$ cat src/rtl/branch_predictor_btb_if.sv
// Fetch-side lookup and execute-side update signals between the core and the branch predictor.
interface branch_predictor_btb_if #(
  parameter int unsigned XLEN = 32
);
  logic [XLEN-1:0] fetch_pc;
  logic [XLEN-1:0] pred_next_pc;
  logic            pred_taken;
  logic            upd_valid;
  logic [XLEN-1:0] upd_pc;
  logic            upd_taken;
  logic [XLEN-1:0] upd_target;
  logic            upd_mispredict;

  modport master (
    output fetch_pc, upd_valid, upd_pc, upd_taken, upd_target, upd_mispredict,
    input  pred_next_pc, pred_taken
  );

  modport slave (
    input  fetch_pc, upd_valid, upd_pc, upd_taken, upd_target, upd_mispredict,
    output pred_next_pc, pred_taken
  );
endinterface

$ cat src/rtl/branch_predictor_btb.sv
// Direct-mapped BTB with per-entry saturating counters: zero-latency next-PC prediction,
// trained from resolved branches, plus branch/mispredict performance counters.
module branch_predictor_btb #(
  parameter int unsigned XLEN    = 32,
  parameter int unsigned ENTRIES = 16,
  parameter int unsigned TAG_W   = 8,
  parameter int unsigned CTR_W   = 2,
  parameter int unsigned MODE    = 1
) (
  input  logic                 clk,
  input  logic                 reset,
  input  logic                 stall,
  branch_predictor_btb_if.slave bp,
  output logic [31:0]          perf_branches,
  output logic [31:0]          perf_mispred
);
  localparam int unsigned IDX_W = $clog2(ENTRIES);
  localparam int unsigned TAG_LO = IDX_W + 2;

  typedef logic [CTR_W-1:0] ctr_t;
  localparam ctr_t CTR_MAX = '1;
  localparam ctr_t CTR_WNT = ctr_t'((1 << (CTR_W - 1)) - 1);
  localparam ctr_t CTR_WT  = ctr_t'(1 << (CTR_W - 1));

  logic             valid   [ENTRIES];
  logic [TAG_W-1:0] tags    [ENTRIES];
  logic [XLEN-1:0]  targets [ENTRIES];
  ctr_t             ctrs    [ENTRIES];

  logic [31:0] br_cnt;
  logic [31:0] mis_cnt;

  logic [IDX_W-1:0] fidx;
  logic [TAG_W-1:0] ftag;
  logic [IDX_W-1:0] uidx;
  logic [TAG_W-1:0] utag;
  logic             fhit;
  logic             uhit;
  logic             taken;
  logic             unused_pc_bits;

  assign fidx = bp.fetch_pc[IDX_W+1:2];
  assign ftag = bp.fetch_pc[TAG_LO+TAG_W-1:TAG_LO];
  assign uidx = bp.upd_pc[IDX_W+1:2];
  assign utag = bp.upd_pc[TAG_LO+TAG_W-1:TAG_LO];
  assign unused_pc_bits = ^bp.upd_pc;

  always_comb begin
    fhit  = valid[fidx] && (tags[fidx] == ftag);
    uhit  = valid[uidx] && (tags[uidx] == utag);
    taken = (MODE != 0) && fhit && ctrs[fidx][CTR_W-1];
  end

  assign bp.pred_taken   = taken;
  assign bp.pred_next_pc = taken ? targets[fidx] : bp.fetch_pc + XLEN'(4);
  assign perf_branches   = br_cnt;
  assign perf_mispred    = mis_cnt;

  always_ff @(posedge clk) begin
    if (reset) begin
      for (int unsigned i = 0; i < ENTRIES; i++) begin
        valid[i]   <= 1'b0;
        tags[i]    <= '0;
        targets[i] <= '0;
        ctrs[i]    <= CTR_WNT;
      end
      br_cnt  <= '0;
      mis_cnt <= '0;
    end else if (bp.upd_valid && !stall) begin
      br_cnt <= br_cnt + 32'd1;
      if (bp.upd_mispredict) mis_cnt <= mis_cnt + 32'd1;
      if (MODE != 0) begin
        if (uhit) begin
          if (bp.upd_taken) begin
            if (ctrs[uidx] != CTR_MAX) ctrs[uidx] <= ctrs[uidx] + ctr_t'(1);
            targets[uidx] <= bp.upd_target;
          end else if (ctrs[uidx] != '0) begin
            ctrs[uidx] <= ctrs[uidx] - ctr_t'(1);
          end
        end else if (bp.upd_taken) begin
          // Direct-mapped: a taken miss always evicts whatever sits at this index.
          valid[uidx]   <= 1'b1;
          tags[uidx]    <= utag;
          targets[uidx] <= bp.upd_target;
          ctrs[uidx]    <= CTR_WT;
        end
      end
    end
  end
endmodule
$ cat src/flat_wrapper.sv
// flat-port wrapper written by rule: the top's interface ports become plain ports
module branch_predictor_btb_flat 
#(
  parameter int unsigned XLEN    = 32,
  parameter int unsigned ENTRIES = 16,
  parameter int unsigned TAG_W   = 8,
  parameter int unsigned CTR_W   = 2,
  parameter int unsigned MODE    = 1
)
  (clk, reset, stall, perf_branches, perf_mispred, bp_fetch_pc, bp_upd_valid, bp_upd_pc, bp_upd_taken, bp_upd_target, bp_upd_mispredict, bp_pred_next_pc, bp_pred_taken);
  branch_predictor_btb_if #(.XLEN(XLEN)) bp_i ();
  input  logic clk;
  input  logic reset;
  input  logic stall;
  output logic [31:0] perf_branches;
  output logic [31:0] perf_mispred;
  input wire logic [$bits(bp_i.fetch_pc)-1:0] bp_fetch_pc;
  input wire logic [$bits(bp_i.upd_valid)-1:0] bp_upd_valid;
  input wire logic [$bits(bp_i.upd_pc)-1:0] bp_upd_pc;
  input wire logic [$bits(bp_i.upd_taken)-1:0] bp_upd_taken;
  input wire logic [$bits(bp_i.upd_target)-1:0] bp_upd_target;
  input wire logic [$bits(bp_i.upd_mispredict)-1:0] bp_upd_mispredict;
  output wire logic [$bits(bp_i.pred_next_pc)-1:0] bp_pred_next_pc;
  output wire logic [$bits(bp_i.pred_taken)-1:0] bp_pred_taken;
  assign bp_i.fetch_pc = bp_fetch_pc;
  assign bp_i.upd_valid = bp_upd_valid;
  assign bp_i.upd_pc = bp_upd_pc;
  assign bp_i.upd_taken = bp_upd_taken;
  assign bp_i.upd_target = bp_upd_target;
  assign bp_i.upd_mispredict = bp_upd_mispredict;
  assign bp_pred_next_pc = bp_i.pred_next_pc;
  assign bp_pred_taken = bp_i.pred_taken;
  branch_predictor_btb #(.XLEN(XLEN), .ENTRIES(ENTRIES), .TAG_W(TAG_W), .CTR_W(CTR_W), .MODE(MODE)) u_core (.clk(clk), .reset(reset), .stall(stall), .bp(bp_i), .perf_branches(perf_branches), .perf_mispred(perf_mispred));
endmodule
$ cat config.mk
export PLATFORM = sky130hd
export DESIGN_NAME = branch_predictor_btb_flat
export DESIGN_NICKNAME = d
export VERILOG_FILES = /design/src/rtl/branch_predictor_btb_if.sv /design/src/rtl/branch_predictor_btb.sv /design/src/flat_wrapper.sv
export SDC_FILE = /design/constraint.sdc
export NUM_CORES = 1
export LEC_CHECK = 0
export ABC_CLOCK_PERIOD_IN_PS = 8300
export CAP_MARGIN = 0
export CORE_MARGIN = 4
export CORE_UTILIZATION = 42
export DETAILED_ROUTE_END_ITERATION = 8
export PLACE_DENSITY = 0.67
export SETUP_SLACK_MARGIN = 0.02
export SYNTH_ARGS = -nofsm -noshare
export SYNTH_HDL_FRONTEND = slang
export SYNTH_SLANG_ARGS = --single-unit
$ cat constraint.sdc
create_clock -name clk -period 8.3 [get_ports clk]
set_input_delay 1.245 -clock clk [delete_from_list [all_inputs] [get_ports clk]]
set_output_delay 1.245 -clock clk [all_outputs]
set_load 0.01 [all_outputs]
==> run_results.csv, run 1 <==
group,metric,value,unit
logic_synthesis,ys_seq_elements,752,
sta,setup_tns,0,ns
floorplanning,start_util,42.5,%
worst_setup_path,critPathTopFamily,"simple AND/OR/NAND/NOR gates",
logic_synthesis,synth_top_cell_by_area,"edfxtp_1",
route,dr.pass1.iters,5,
worst_setup_path,critical-path-max-stage-delay,0.60,ns
worst_setup_path,crit_path_top_delay_cell,"nor3_1",
placed_design,portBuffers,178,
min_path,hold_depth,2,
status,status,"finished clean",
cts,clock_sinks,752,
logic_synthesis,ys_seq_area_share,59.1,%
sta,rsz0062_at_grt,"false",
power_and_ir_drop,power,0.00879,W
global_routing,grt_pass1_wl,159000,um
floorplanning,dieArea,92600,um2
cts,cts_tree,"built",
job,maxCapViolCount,0,
worst_setup_path,cp_data_required_time,7.05,ns
sta,slew_violations,0,
logic_synthesis,yosys.area_share.simple,15.9,%
cts,cts_buffers,84,
worst_setup_path,cp_max_fo,59,
worst_setup_path,cp.arrival,5.26,ns
logic_synthesis,synth_fa_ha_area_share,0.102,%
power_and_ir_drop,power.switching,0.00205,W
min_path,min_path_type,"reg2reg",
logic_synthesis,synth.top_cell.area_share,54.7,%
worst_setup_path,path_buf_inv,3,
logic_synthesis,yosys_warnings,0,
floorplanning,die_y,304,um
logic_synthesis,syn-num-nets,2686,
logic_synthesis,ys.flop_type,"edfxtp_1",
cts,root_buffer,"clkbuf_16",
power_and_ir_drop,ir_worst_vdd,0.000145,V
logic_synthesis,async_flop_share,0,%
sta,fin_crit,6.51,ns
cts,post_cts_resized,0,
cts,clockBufferDepth,3,
placed_design,dpl-instance-area,39700,um2
route,wl,109000,um
power_and_ir_drop,p_leak,14.9,nW
logic_synthesis,avgSynthCellArea,14.3,um2
floorplanning,die_w,304,um
route,drt-initial-drc-count,2719,
worst_setup_path,cpMostUsedCell,"nand3_1",
cts,ctsHoldBuffers,0,
worst_setup_path,worstReg2RegStart,"u_core.tags[9][3]$_SDFFCE_PN0P_",
cells_and_area,fin_nets,2768,
power_and_ir_drop,power_frac_clock,42.0,%
cts,clock_latency,0.66,ns
sta,timing.final.crit_share,78.4,%
cells_and_area,postLayoutCellArea,42400,um2
worst_setup_path,r2r_setup_slack,3.62,ns
logic_synthesis,synth_cell_types,61,
power_and_ir_drop,swShare,23.4,%
placed_design,gp_congestion,0.869,
min_path,holdCritStartpoint,"u_core.valid[7]$_DFF_P_",
sta,max_slew_margin,14.6,%
cts,clk_pin_slew,0.06,ns
sta,fin_skew,0.0362,ns
sta,worst_pin_slew,1.28,ns
logic_synthesis,synth.cell_area,36900,um2
logic_synthesis,synth_compound_area_share,2.75,%
placed_design,place_hpwl,59300,um
sta,fmax,154,MHz
global_routing,grt_pass1_vias,23900,
sta,finalHoldViolCount,0,
cts,htree_levels,3,
logic_synthesis,synth_edf_count,672,
worst_setup_path,rr_endpoint,"u_core.tags[10][5]$_SDFFCE_PN0P_",
route,avgViaCountPerCell,6.01,
global_routing,track_usage,23.1,%
route,vias,23400,
cells_and_area,syn2layout_area_growth,15.0,%
route,drcViolationCount,0,
power_and_ir_drop,internal_power,0.00674,W
logic_synthesis,yosysMostFrequentCell,"edfxtp_1",
worst_setup_path,path_class,"in2out",
global_routing,grt_remaining_overflow,0,
power_and_ir_drop,power.density,207,nW/um2
route,wl_per_cell,27.9,um
global_routing,grt_max_degree,151,
min_path,min_to,"u_core.valid[7]$_DFF_P_",
global_routing,antenna_found_initial,11,
cells_and_area,final_layout_size_suffix_gt1_share,17.3,%
worst_setup_path,r2r_cells,7,
cts,postCtsSetupRepairBufs,0,
worst_setup_path,setup.worst_path.start_class,"primary input",
logic_synthesis,synth.area.mux_share,16.9,%
logic_synthesis,yosys-top-cells-area,"edfxtp_1, mux4_2, and2_1, dfxtp_1, and3_1",
floorplanning,num_rows,108,
floorplanning,core_area,86900,um2
worst_setup_path,path_cells,"buf_8, buf_4, ha_1, nand3_1, nor3_1, nand4_1, nor2_1, nand3_1, xnor2_1, mux2_4, clkdlybuf4s50_1",
worst_setup_path,endpoint_kind,"output port",
floorplanning,io_pins,199,
logic_synthesis,netlist_instances,2581,
power_and_ir_drop,seqPwrFrac,49.5,%
power_and_ir_drop,combPwrFrac,8.5,%
sta,finalSetupViolCount,0,
route,ant_nets,0,
logic_synthesis,synth_top_family_by_area,"multiplexers",
logic_synthesis,synthTopCellsByCount,"edfxtp_1, and2_1, mux4_2",
logic_synthesis,yosys.area_share.xor_xnor,2.42,%
## cell families after synthesis
| kind of cell | count (synthesis) |
|---|---|
| simple gates | 1014 |
| flops | 752 |
| mux | 311 |
| buf+inv | 250 |
| compound gates | 150 |
| xor+xnor | 101 |
| fa+ha+maj | 3 |
## how the worst max path moves through the flow
stage / slack [ns] / depth (start not counted) / to / startpoint
final: 1.79 / 11 / bp_pred_next_pc[26] / bp_fetch_pc[2]
after global routing: 1.51 / 11 / bp_pred_next_pc[28] / bp_fetch_pc[2]
after CTS: 1.81 / 11 / bp_pred_next_pc[26] / bp_fetch_pc[2]
after detailed placement: 1.81 / 11 / bp_pred_next_pc[26] / bp_fetch_pc[2]
after global placement: 1.81 / 9 / bp_pred_next_pc[4] / bp_fetch_pc[4]
after floorplan: 2.92 / 7 / u_core.targets[1][0]$_SDFFCE_PN0P_ / bp_upd_pc[2]
## flip-flops by register name, indices dropped and copies added (netlist names)
register,count
u_core.perf_branches,32
u_core.targets,512
u_core.tags,128
u_core.valid,16
u_core.perf_mispred,32
u_core.ctrs,32
## power by group through the flow
stage	clock (W)	sequential, W	combinational (W)
5_1_grt	0.00389	0.00436	0.000790
3_3_place_gp	0	0.00441	0.000740
6_report	0.00369	0.00435	0.000750
4_1_cts	0.00374	0.00435	0.000750
2_1_floorplan	0	0.00441	0.000465
3_5_place_dp	0	0.00442	0.000748
## cell usage in the layout (no fill, tap or decap), drive strengths merged, types with 54 or more instances in the layout
cell	n
edfxtp	672
and2	514
mux4	233
clkdlybuf4s50	171
and3	145
nor2	103
clkbuf	98
dfxtp	80
nand2	77
nand3	58
xnor2	55
buf	54
## stage by stage
step | setup slack [ns] | hold WS, ns | instances | util [%]
3_5_place_dp | 1.81 | 0.482 | 3732 | 45.7
6_report | 1.79 | 0.494 | 3889 | 48.8
4_1_cts | 1.81 | 0.491 | 3884 | 48.8
3_3_place_gp | 1.81 | 0.471 | 3732 | 45.7
2_1_floorplan | 2.92 | 0.455 | 2581 | -
5_1_grt | 1.51 | 0.518 | 3886 | 48.8
## metal layers
metal  track usage, %  vias up  share of wire [%]
met4             7.43        6                3.1
met1             30.6    11900                 38
met2             37.5     1338                 48
met3             5.82      232                 11
li1                 -     9876                  -
met5                0        -              0.031
## worst min-delay path, stage by stage (launching register included)
cell	delay, ns
dfxtp_1	0.32
inv_1	0.05
o21ai_0	0.07
## final cells by class
type,instances,area [um2]
diodes,5,12.5
clock buffers,98,2160
clock inverters,54,533
fillers,7344,44500
inverters,21,78.8
multi-input cells,1579,14300
flip-flops and latches,752,21800
well taps,1155,1450
repair buffers,225,2130
Power figures use the tool's default switching activity.
==> inputs of run 2 (changes only) <==
--- a/config.mk
+++ b/config.mk
@@ -5,7 +5,7 @@
 export SDC_FILE = /design/constraint.sdc
 export NUM_CORES = 1
 export LEC_CHECK = 0
-export ABC_CLOCK_PERIOD_IN_PS = 8300
+export ABC_CLOCK_PERIOD_IN_PS = 6200
 export CAP_MARGIN = 0
 export CORE_MARGIN = 4
 export CORE_UTILIZATION = 42
==> constraint.sdc (replaced) <==
create_clock -name clk -period 6.2 [get_ports clk]
set_input_delay 0.93 -clock clk [delete_from_list [all_inputs] [get_ports clk]]
set_output_delay 0.93 -clock clk [all_outputs]
set_load 0.01 [all_outputs]
==> run 2 against run 1 <==
Highest routed layer unchanged. Final area rose by 0.43%. Via count rose by 0.77%. Routed wire length shrank 0.78%. Power increased by 32%. Core utilization increased by 0.21 points. Non-clock buffer count is 29 higher.
==> run_results.csv, run 2 (synthesis gave the netlist of run 1 again) <==
group,metric,value,unit
placed_design,dpl-instance-area,40000,um2
cts,cts_buffers,83,
global_routing,grt_pass1_vias,24200,
worst_setup_path,crit_path_top_delay_cell,"or4b_4",
cells_and_area,fin_nets,2796,
cells_and_area,top_register,"u_core.targets",
sta,rsz0062_at_grt,"false",
route,vias,23500,
worst_setup_path,cp_max_fo,43,
min_path,min_path_type,"reg2reg",
sta,setup_tns,0,ns
route,dr.pass1.iters,6,
sta,finalSetupViolCount,0,
sta,max_slew_margin,26.6,%
sta,slew_violations,0,
cells_and_area,largestRegisters,"u_core.targets x512, u_core.tags x128",
job,maxCapViolCount,0,
worst_setup_path,setup.worst_path.start_class,"primary input",
cts,post_cts_resized,0,
floorplanning,dieArea,92600,um2
route,drt-initial-drc-count,2878,
placed_design,place_hpwl,62700,um
floorplanning,die_w,304,um
route,wl,108000,um
power_and_ir_drop,combPwrFrac,8.8,%
cts,clock_latency,0.66,ns
worst_setup_path,cp.arrival,4.80,ns
global_routing,track_usage,22.9,%
worst_setup_path,worstReg2RegStart,"u_core.tags[9][4]$_SDFFCE_PN0P_",
sta,timing.final.crit_share,92.4,%
power_and_ir_drop,swShare,23.8,%
power_and_ir_drop,internal_power,0.00883,W
worst_setup_path,crit_path_end,"bp_pred_next_pc[7]",
floorplanning,core_area,86900,um2
route,drcViolationCount,0,
min_path,holdCritStartpoint,"u_core.valid[1]$_DFF_P_",
worst_setup_path,path_class,"in2out",
global_routing,grt_pass1_wl,159000,um
cells_and_area,final_layout_size_suffix_gt1_share,18.1,%
global_routing,grt_max_degree,90,
worst_setup_path,cp_data_required_time,5.27,ns
power_and_ir_drop,power.switching,0.00275,W
worst_setup_path,rr_endpoint,"u_core.tags[5][5]$_SDFFCE_PN0P_",
cts,htree_levels,3,
worst_setup_path,endpoint_kind,"output port",
route,avgViaCountPerCell,6.01,
placed_design,portBuffers,178,
power_and_ir_drop,power.density,272,nW/um2
worst_setup_path,critical-path-max-stage-delay,0.82,ns
cts,root_buffer,"clkbuf_16",
route,ant_nets,0,
sta,finalHoldViolCount,0,
cts,clockBufferDepth,3,
cells_and_area,final_common_cell,"edfxtp_1",
worst_setup_path,path_cells,"buf_8, mux4_1, mux4_2, xnor2_1, nand2_1, or4b_4, mux2_4, clkdlybuf4s50_1",
sta,worst_pin_slew,1.10,ns
worst_setup_path,r2r_cells,7,
floorplanning,die_y,304,um
cells_and_area,postLayoutCellArea,42600,um2
cells_and_area,final_core_util,49.0,%
floorplanning,num_rows,108,
global_routing,antenna_found_initial,11,
cts,clock_sinks,752,
power_and_ir_drop,ir_worst_vdd,0.000183,V
worst_setup_path,r2r_setup_slack,2.63,ns
power_and_ir_drop,p_leak,15.0,nW
global_routing,grt_remaining_overflow,0,
floorplanning,io_pins,199,
cells_and_area,syn2layout_area_growth,15.5,%
cts,postCtsSetupRepairBufs,0,
power_and_ir_drop,seqPwrFrac,50.2,%
cts,ctsHoldBuffers,0,
power_and_ir_drop,power_frac_clock,40.9,%
cts,clk_pin_slew,0.06,ns
cells_and_area,mostFrequentLayoutCells,"edfxtp_1, and2_1, mux4_2",
cells_and_area,fill_cells,7296,
route,wl_per_cell,27.5,um
cells_and_area,largest_register_ff_count,512,
placed_design,gp_congestion,0.891,
cts,cts_tree,"built",
sta,fin_skew,0.0496,ns
sta,holdWs,0.500,ns
sta,fmax,174,MHz
status,status,"finished clean",
sta,fin_crit,5.73,ns
worst_setup_path,startpoint,"bp_fetch_pc[2]",
floorplanning,start_util,42.5,%
[run 2: changes by cell type in the layout (fill, tap and decap cells not counted), sizes merged]
cell      delta
clkinv       -5
diode        -2
clkbuf       +7
bufinv       -5
buf         +29
clkinvlp     +2
inv          +1
[run 2: how the worst min path moves through the flow]
stage                                    to  slack [ns]  depth (start not counted)
floorplan           u_core.valid[1]$_DFF_P_        0.46                          2
global placement    u_core.valid[5]$_DFF_P_        0.47                          2
detailed placement  u_core.valid[1]$_DFF_P_        0.48                          2
CTS                 u_core.valid[1]$_DFF_P_        0.49                          2
global route        u_core.valid[1]$_DFF_P_        0.52                          2
finish              u_core.valid[1]$_DFF_P_        0.50                          2
[run 2: routing by layer]
metal  share of wire [%]  global-route usage (%)  vias up  wire length [um]
li1                    -                       -     9922                 -
met1                  39                    31.2    12000             41900
met2                  48                    37.2     1382             51200
met3                  11                    5.14      231             11600
met4                 2.7                    6.36        6              2910
met5               0.038                       0        -                41
[run 2: critical path, delay by kind of cell]
family | cells | cell delay, ns
mux | 3 | 1.57
simple gates | 2 | 0.92
buf+inv | 2 | 0.96
xor+xnor | 1 | 0.31
[run 2: layout make-up]
type	instances	area, um2	area share, %
Timing Repair Buffer	254	2410	5.66
Multi-Input combinational cell	1579	14300	33.5
Sequential cell	752	21800	51.1
Inverter	21	78.8	0.185
Clock inverter	47	427	1.00
Tap cell	1155	1450	3.39
Clock buffer	105	2180	5.12
Antenna cell	3	7.51	0.0176
[run 2: metrics by stage]
stage | cells | power, W | worst slack (ns)
floorplan | 2581 | 0.00652 | 1.14
global placement | 3761 | 0.00691 | 0.494
detailed placement | 3761 | 0.00695 | 0.524
CTS | 3913 | 0.0116 | 0.511
global route | 3914 | 0.0119 | 0.342
finish | 3916 | 0.0116 | 0.469
[run 2: power groups by stage]
stage	logic, W	clock network (W)	registers [W]
floorplan	0.000622	0	0.00590
global placement	0.00101	0	0.00590
detailed placement	0.00102	0	0.00592
CTS	0.00102	0.00479	0.00582
global route	0.00107	0.00502	0.00584
finish	0.00103	0.00474	0.00582
